File: config.mk
export PLATFORM = sky130hd
export DESIGN_NAME = fpu_norm_lead0_pipe
export DESIGN_NICKNAME = d
export VERILOG_FILES = /design/src/rtl/fpu_norm_lead0_pipe.sv
export SDC_FILE = /design/constraint.sdc
export NUM_CORES = 1
export LEC_CHECK = 0
export ABC_AREA = 1
export CORE_MARGIN = 5
export CORE_UTILIZATION = 55
export DETAILED_ROUTE_END_ITERATION = 8
export PLACE_DENSITY = 0.92
export SYNTH_ARGS = -nofsm -noshare
export SYNTH_HDL_FRONTEND = slang
export SYNTH_SLANG_ARGS = --single-unit
File: constraint.sdc
create_clock -name rclk -period 1.6 [get_ports rclk]
set_input_delay 0.4 -clock rclk [delete_from_list [all_inputs] [get_ports rclk]]
set_output_delay 0.4 -clock rclk [all_outputs]
set_load 0.01 [all_outputs]
File: src/rtl/fpu_norm_lead0_pipe.sv
// fpu_norm_lead0_pipe
// Two-stage leading-zero count and normalize unit for 64-bit FPU mantissas.
//   S1: leading-zero count built from sixteen nibble counters merged through
//       a binary tree, registered together with the mantissa and tag.
//   S2: left shift of the S1 mantissa by the selected shift amount.
// Valid/ready handshake on both sides; one op per cycle at full throughput.
// Optional feature macro: FPU_NORM_CLAMP_EN adds in_max_shift and limits the
// applied shift to min(lead0, max_shift) while out_lead0 keeps the true count.
module fpu_norm_lead0_pipe (
   input  logic        rclk,
   input  logic        arst_l,
   input  logic        in_vld,
   output logic        in_rdy,
   input  logic [63:0] in_mant,
   input  logic [3:0]  in_tag,
`ifdef FPU_NORM_CLAMP_EN
   input  logic [5:0]  in_max_shift,
`endif
   output logic        out_vld,
   input  logic        out_rdy,
   output logic [63:0] out_mant,
   output logic [5:0]  out_lead0,
   output logic [5:0]  out_shift,
   output logic        out_zero,
   output logic [3:0]  out_tag
);

   // S1 state
   logic        s1_vld;
   logic [63:0] s1_mant;
   logic [3:0]  s1_tag;
   logic [5:0]  s1_lead0;
   logic        s1_zero;
`ifdef FPU_NORM_CLAMP_EN
   logic [5:0]  s1_max_shift;
`endif

   // handshake
   logic s1_load;
   logic s2_adv;
   logic [5:0] shift_sel;

   // leading-zero tree; index 0 is always the more significant half
   logic [15:0] nib_zero;
   logic [1:0]  nib_cnt [16];
   logic [7:0]  l1_zero;
   logic [2:0]  l1_cnt [8];
   logic [3:0]  l2_zero;
   logic [3:0]  l2_cnt [4];
   logic [1:0]  l3_zero;
   logic [4:0]  l3_cnt [2];
   logic [5:0]  lead0_calc;
   logic        zero_calc;

   assign s2_adv  = s1_vld & (~out_vld | out_rdy);
   assign in_rdy  = ~s1_vld | s2_adv;
   assign s1_load = in_vld & in_rdy;

   // Per-nibble count: zero flag, upper-pair-zero as count bit 1, bit 0 from
   // whichever pair holds the first one. An all-zero nibble yields 3, so the
   // merged tree naturally reports 63 for a zero mantissa.
   always_comb begin
      logic [3:0] nib;
      logic       upper_zero;
      nib        = 4'h0;
      upper_zero = 1'b0;
      nib_zero   = 16'h0000;
      nib_cnt    = '{default: 2'b00};
      for (int i = 0; i < 16; i++) begin
         nib         = in_mant[63-4*i -: 4];
         upper_zero  = ~(nib[3] | nib[2]);
         nib_zero[i] = (nib == 4'h0);
         nib_cnt[i]  = {upper_zero, (upper_zero ? ~nib[1] : ~nib[3])};
      end
   end

   // Merge level 1: nibble pairs into byte counts
   always_comb begin
      l1_zero = 8'h00;
      l1_cnt  = '{default: 3'b000};
      for (int i = 0; i < 8; i++) begin
         l1_zero[i] = nib_zero[2*i] & nib_zero[2*i+1];
         l1_cnt[i]  = nib_zero[2*i] ? {1'b1, nib_cnt[2*i+1]} : {1'b0, nib_cnt[2*i]};
      end
   end

   // Merge level 2: bytes into 16-bit counts
   always_comb begin
      l2_zero = 4'h0;
      l2_cnt  = '{default: 4'h0};
      for (int i = 0; i < 4; i++) begin
         l2_zero[i] = l1_zero[2*i] & l1_zero[2*i+1];
         l2_cnt[i]  = l1_zero[2*i] ? {1'b1, l1_cnt[2*i+1]} : {1'b0, l1_cnt[2*i]};
      end
   end

   // Merge levels 3 and 4: 16-bit halves into the final 6-bit count
   always_comb begin
      l3_zero = 2'b00;
      l3_cnt  = '{default: 5'h00};
      for (int i = 0; i < 2; i++) begin
         l3_zero[i] = l2_zero[2*i] & l2_zero[2*i+1];
         l3_cnt[i]  = l2_zero[2*i] ? {1'b1, l2_cnt[2*i+1]} : {1'b0, l2_cnt[2*i]};
      end
      zero_calc  = l3_zero[0] & l3_zero[1];
      lead0_calc = l3_zero[0] ? {1'b1, l3_cnt[1]} : {1'b0, l3_cnt[0]};
   end

   // Shift amount applied in S2: true count, or limited by the exponent cap
   always_comb begin
`ifdef FPU_NORM_CLAMP_EN
      if (s1_lead0 < s1_max_shift) begin
         shift_sel = s1_lead0;
      end else begin
         shift_sel = s1_max_shift;
      end
`else
      shift_sel = s1_lead0;
`endif
   end

   // S1 register: capture on accept, release valid when drained into S2
   always_ff @(posedge rclk or negedge arst_l) begin
      if (!arst_l) begin
         s1_vld       <= 1'b0;
         s1_mant      <= 64'h0;
         s1_tag       <= 4'h0;
         s1_lead0     <= 6'd0;
         s1_zero      <= 1'b0;
`ifdef FPU_NORM_CLAMP_EN
         s1_max_shift <= 6'd0;
`endif
      end else if (s1_load) begin
         s1_vld       <= 1'b1;
         s1_mant      <= in_mant;
         s1_tag       <= in_tag;
         s1_lead0     <= lead0_calc;
         s1_zero      <= zero_calc;
`ifdef FPU_NORM_CLAMP_EN
         s1_max_shift <= in_max_shift;
`endif
      end else if (s2_adv) begin
         s1_vld <= 1'b0;
      end else begin
         s1_vld <= s1_vld;
      end
   end

   // S2 register: normalize on advance, clear valid when consumed, else hold
   always_ff @(posedge rclk or negedge arst_l) begin
      if (!arst_l) begin
         out_vld   <= 1'b0;
         out_mant  <= 64'h0;
         out_lead0 <= 6'd0;
         out_shift <= 6'd0;
         out_zero  <= 1'b0;
         out_tag   <= 4'h0;
      end else if (s2_adv) begin
         out_vld   <= 1'b1;
         out_mant  <= s1_mant << shift_sel;
         out_lead0 <= s1_lead0;
         out_shift <= shift_sel;
         out_zero  <= s1_zero;
         out_tag   <= s1_tag;
      end else if (out_rdy) begin
         out_vld <= 1'b0;
      end else begin
         out_vld <= out_vld;
      end
   end

endmodule

==> results.json, run 1 <==
{
  "grt_max_degree": 66,
  "port_buffers": 154,
  "stop_stage": "global routing",
  "numCtsBuffers": 17,
  "dp_hpwl_um": 25220,
  "syn-num-nets": 1621,
  "clockRootBuffer": "clkbuf_16",
  "die_w_um": 145.4,
  "gp_congestion": 1.105,
  "gr-total-overflow": 121,
  "core.rowCount": 49,
  "synthTopCellsByArea": "dfrtp_1, nand3_1, nand2_1",
  "synth_top_area_share_pct": 37.74,
  "track_usage_pct": 76.62,
  "seq_area_frac_synth_pct": 37.74,
  "yosysWarnings": 0,
  "endpoint_type": "register input",
  "place_area_um2": 12630,
  "fp.dieH_um": 145.4,
  "h-tree-depth": 4,
  "synth_cell_type_count": 30,
  "synth_top_area_cell": "dfrtp_1",
  "ios": 155,
  "cts_sinks": 152,
  "dp_cells": 1966,
  "error_line": "[ERROR GRT-0232] Routing congestion too high. Check the congestion heatmap in the GUI.",
  "cts_buffer_depth": 2,
  "synth_area_um2": 10080,
  "grt-worst-endpoint": "out_mant[60]$_DFFE_PN0P_/D",
  "status": "aborted with a tool error",
  "initial_core_util_pct": 55.92,
  "syn_avg_cell_area_um2": 6.507,
  "ys_ff_latch": 152,
  "synthCells": 1549
}
per-layer routing:
layer	track usage, %	overflow
met5	26.82	0
met4	79.29	50
met3	65.06	2
met2	90.94	68
met1	74.85	1
synthesized netlist by cell type:
library cell and number:
a21oi_1 10, a22o_1 8, a22oi_1 4, a31oi_1 1, buf_1 15, buf_2 44, buf_4 14, buf_6 9
clkbuf_1 24, dfrtp_1 152, inv_1 73, inv_2 4, nand2_1 576, nand2_2 2, nand3_1 448, nand3_2 1
nand3_4 1, nand4_1 6, nor2_1 45, nor2_2 2, nor2_4 2, nor3_1 3, o211ai_1 1, o21a_1 6
o21ai_0 88, o21ai_1 4, o21ai_2 1, o21bai_1 1, o22ai_1 2, o31ai_1 2
cells by family after synthesis:
kind of cell / share of synthesized area (%)
and+or+nand+nor: 46.64
buffers and inverters: 8.553
AOI/OAI and AO/OA: 7.076
DFF: 37.74
through the flow:
stage | setup WS [ns] | utilization, % | hold slack, ns | setup TNS (ns)
global placement | -0.3424 | 70.07 | 0.3174 | -19.11
detailed placement | -0.5082 | 70.07 | 0.3171 | -28.49
CTS | -0.1572 | 87.25 | 0.4336 | -5.431
floorplan | 0.2051 | - | 0.1044 | 0
repair_timing:
item                                    in CTS
gates resized for setup                    607
buffers inserted                             8
pin swaps                                  124
hold endpoints to repair                    28
endpoints found under the setup margin     147
gates cloned                                14
hold buffers                                 1
==> run 2: changes to the inputs <==
- CORE_UTILIZATION: 55 -> 40
- PLACE_DENSITY: 0.92 -> unset
- PLACE_DENSITY_LB_ADDON: unset -> 0.15
==> results.json, run 2 <==
{
  "p_sw_share_pct": 41.97,
  "ios": 155,
  "worst-endpoint-arrival_ns": 2.17,
  "yosysWarnings": 0,
  "port_buffers": 154,
  "critPathLaunchType": "flip-flop",
  "cts_tree": "done",
  "rsz0062_at_grt": "true",
  "worstSetupPathType": "reg -> reg",
  "final.setup.worst_slack_ns": -0.2438,
  "numCtsBuffers": 17,
  "nets": 1884,
  "drt-initial-drc-count": 1225,
  "timing.final.crit_share_pct": 115.2,
  "static-leakage-power_nw": 7.965,
  "die-area_um2": 28470,
  "hold_class": "in -> reg",
  "dp_hpwl_um": 27480,
  "synth_top_area_share_pct": 37.74,
  "wl_per_cell_um": 19.22,
  "synthCells": 1549,
  "p_sw_w": 0.007759,
  "fin_skew_ns": 0.01094,
  "yosysMostFrequentCell": "nand2_1",
  "drtAntennaViolNets": 0,
  "layout_common_cells": "nand2_1, nand3_2, nand3_1",
  "worstMarginPinSlew_ns": 0.4430,
  "grt_max_degree": 83,
  "status": "finished, violations left",
  "synth_cell_type_count": 30,
  "wl_um": 41420,
  "synth_edf_count": 0,
  "fin_area_um2": 16090,
  "post-place-ws_ns": -0.4396,
  "dp_cells": 2096,
  "grt_pass1_vias": 11520,
  "p_seq_share_pct": 30.3,
  "seq_area_frac_synth_pct": 37.74,
  "synth-main-ff-cell": "dfrtp_1",
  "finalCriticalPeriod_ns": 1.844,
  "track_usage_pct": 27.36,
  "crit_buf_inv": 3,
  "h-tree-depth": 4,
  "dr.pass1.iters": 6,
  "slew_viol_final": 0,
  "cts_sinks": 152,
  "clk_pin_slew_worst_paths_ns": 0.07,
  "setup_tns_ns": -6.652,
  "die_w_um": 168.7,
  "critPathRequiredTime_ns": 1.93,
  "cpMaxStageDelayCell": "dfrtp_2",
  "cts_buffer_depth": 2,
  "setup_viol": 62,
  "antenna_cells": 0,
  "gp_congestion": 0.9311,
  "place_area_um2": 13020,
  "internal_power_w": 0.01073,
  "hold_viol": 0,
  "violations": "negative setup slack",
  "critPathCaptureType": "flip-flop",
  "max-cap-violations": 0,
  "syn2layout_area_growth_pct": 59.61,
  "syn-num-nets": 1621,
  "cp_top_family": "simple AND/OR/NAND/NOR gates",
  "vias": 12130,
  "clkPwrFrac_pct": 23.2,
  "clock.fmax_mhz": 542.4,
  "drive_above_1_share_pct": 35.73,
  "fin_cells": 2155,
  "slowest_delay_ns": 0.49,
  "syn_avg_cell_area_um2": 6.507,
  "viasPerCell": 5.627,
  "route.detailed.drc": 0,
  "top_regs": "out_mant (64), s1_mant (64)",
  "path_max_fanout": 7,
  "fp.dieH_um": 168.7,
  "synthTopCellsByArea": "dfrtp_1, nand3_1, nand2_1",
  "synth_area_um2": 10080,
  "clock_latency_ns": 0.45,
  "antenna_found_initial": 0,
  "power.density_nw_per_um2": 1149,
  "design.core.area_um2": 24960,
  "netlist_top_cells_count": "nand2_1, nand3_1, dfrtp_1, o21ai_0, inv_1",
  "crit_chain": "inv_6 > buf_12 > buf_16 > nand2_4 > nand3_2 > nand3_2 > nand2_2 > o21ai_1 > nand2_1 > nand3_1 > nand3_1",
  "async_reset_ff_share_pct": 100.0,
  "core.rowCount": 58,
  "synth_top_area_cell": "dfrtp_1",
  "ys_ff_latch": 152,
  "initial_core_util_pct": 40.38,
  "clockRootBuffer": "clkbuf_16",
  "grt_pass1_wl_um": 62310,
  "final_common_cell": "nand2_1",
  "irDropWorstVdd_mv": 0.6226,
  "slew_headroom_pct": 70.47,
  "p_comb_share_pct": 46.5,
  "gr-total-overflow": 0,
  "fillers": 2217
}
==> run 2: cells by family (layout without fill, tap and decap cells) <==
family | count (synthesis) | after routing | share of synthesized area (%)
simple gates | 1086 | 1086 | 46.64
flops | 152 | 152 | 37.74
buf+inv | 183 | 459 | 8.553
compound gates | 128 | 128 | 7.076
==> run 2: path summary, 6_finish.rpt <==
kind | from | end | slack (ns) | cells past startpoint
worst max-delay path | s1_lead0[0]$_DFFE_PN0P_ | out_mant[52]$_DFFE_PN0P_ | -0.24 | 11
worst min-delay path | in_mant[31] | s1_mant[31]$_DFFE_PN0P_ | 0.37 | 4
worst max register to register | s1_lead0[0]$_DFFE_PN0P_ | out_mant[52]$_DFFE_PN0P_ | -0.24 | 11
worst min register to register | out_mant[16]$_DFFE_PN0P_ | out_mant[16]$_DFFE_PN0P_ | 0.47 | 2
max in group asynchronous | arst_l | out_mant[44]$_DFFE_PN0P_ | 0.61 | 3
min in group asynchronous | arst_l | out_mant[20]$_DFFE_PN0P_ | 0.46 | 2
==> run 2: stage by stage <==
stage / util (%) / total power, W / hold WS [ns]
after floorplan: - / 0.009096 / 0.1044
after global placement: 52.17 / 0.01251 / 0.3567
after detailed placement: 52.17 / 0.01257 / 0.3607
after CTS: 62.70 / 0.01792 / 0.4746
after global routing: 64.44 / 0.01940 / 0.4014
final: 64.44 / 0.01848 / 0.3650
==> run 2: layout make-up <==
class,count,area [um2],area share (%)
clock buffer,18,439.2,2.730
tap,330,412.9,2.567
timing repair buffer,350,3471,21.57
clock inverter,14,178.9,1.112
sequential,152,3806,23.66
multi-input combinational,1214,7481,46.50
inverter,77,299.0,1.859
==> run 2: worst min-delay path: cells and delay by family <==
kind | cells | cell delay [ns]
AOI/OAI and AO/OA | 1 | 0.07
buffers and inverters | 3 | 0.29
==> run 2: power groups by stage <==
stage / Combinational, W / Sequential [W] / Clock [W]
floorplan: 0.00339 / 0.00571 / 0
global placement: 0.00694 / 0.00556 / 0
global route: 0.00922 / 0.00571 / 0.00446
finish: 0.00860 / 0.00560 / 0.00428
CTS: 0.00804 / 0.00557 / 0.00431
detailed placement: 0.00700 / 0.00557 / 0
==> run 2: repair_timing <==
action	in CTS	in global routing
hold endpoints to repair	33	0
setup endpoints to repair	146	71
gates cloned	7	1
pin swaps	91	22
setup buffers	16	3
hold buffers	1	0
resized for setup	502	103
==> run 2: metal layers <==
metal / routed length, um / GRT usage (%) / vias to the layer above
met3: 2976 / 3.853 / 165
met5: 0 / 0 / -
met4: 1876 / 11.12 / 0
li1: - / - / 5689
met1: 17210 / 37.09 / 5696
met2: 19360 / 44.23 / 576
Note: power is estimated with default switching activity, not from simulation.
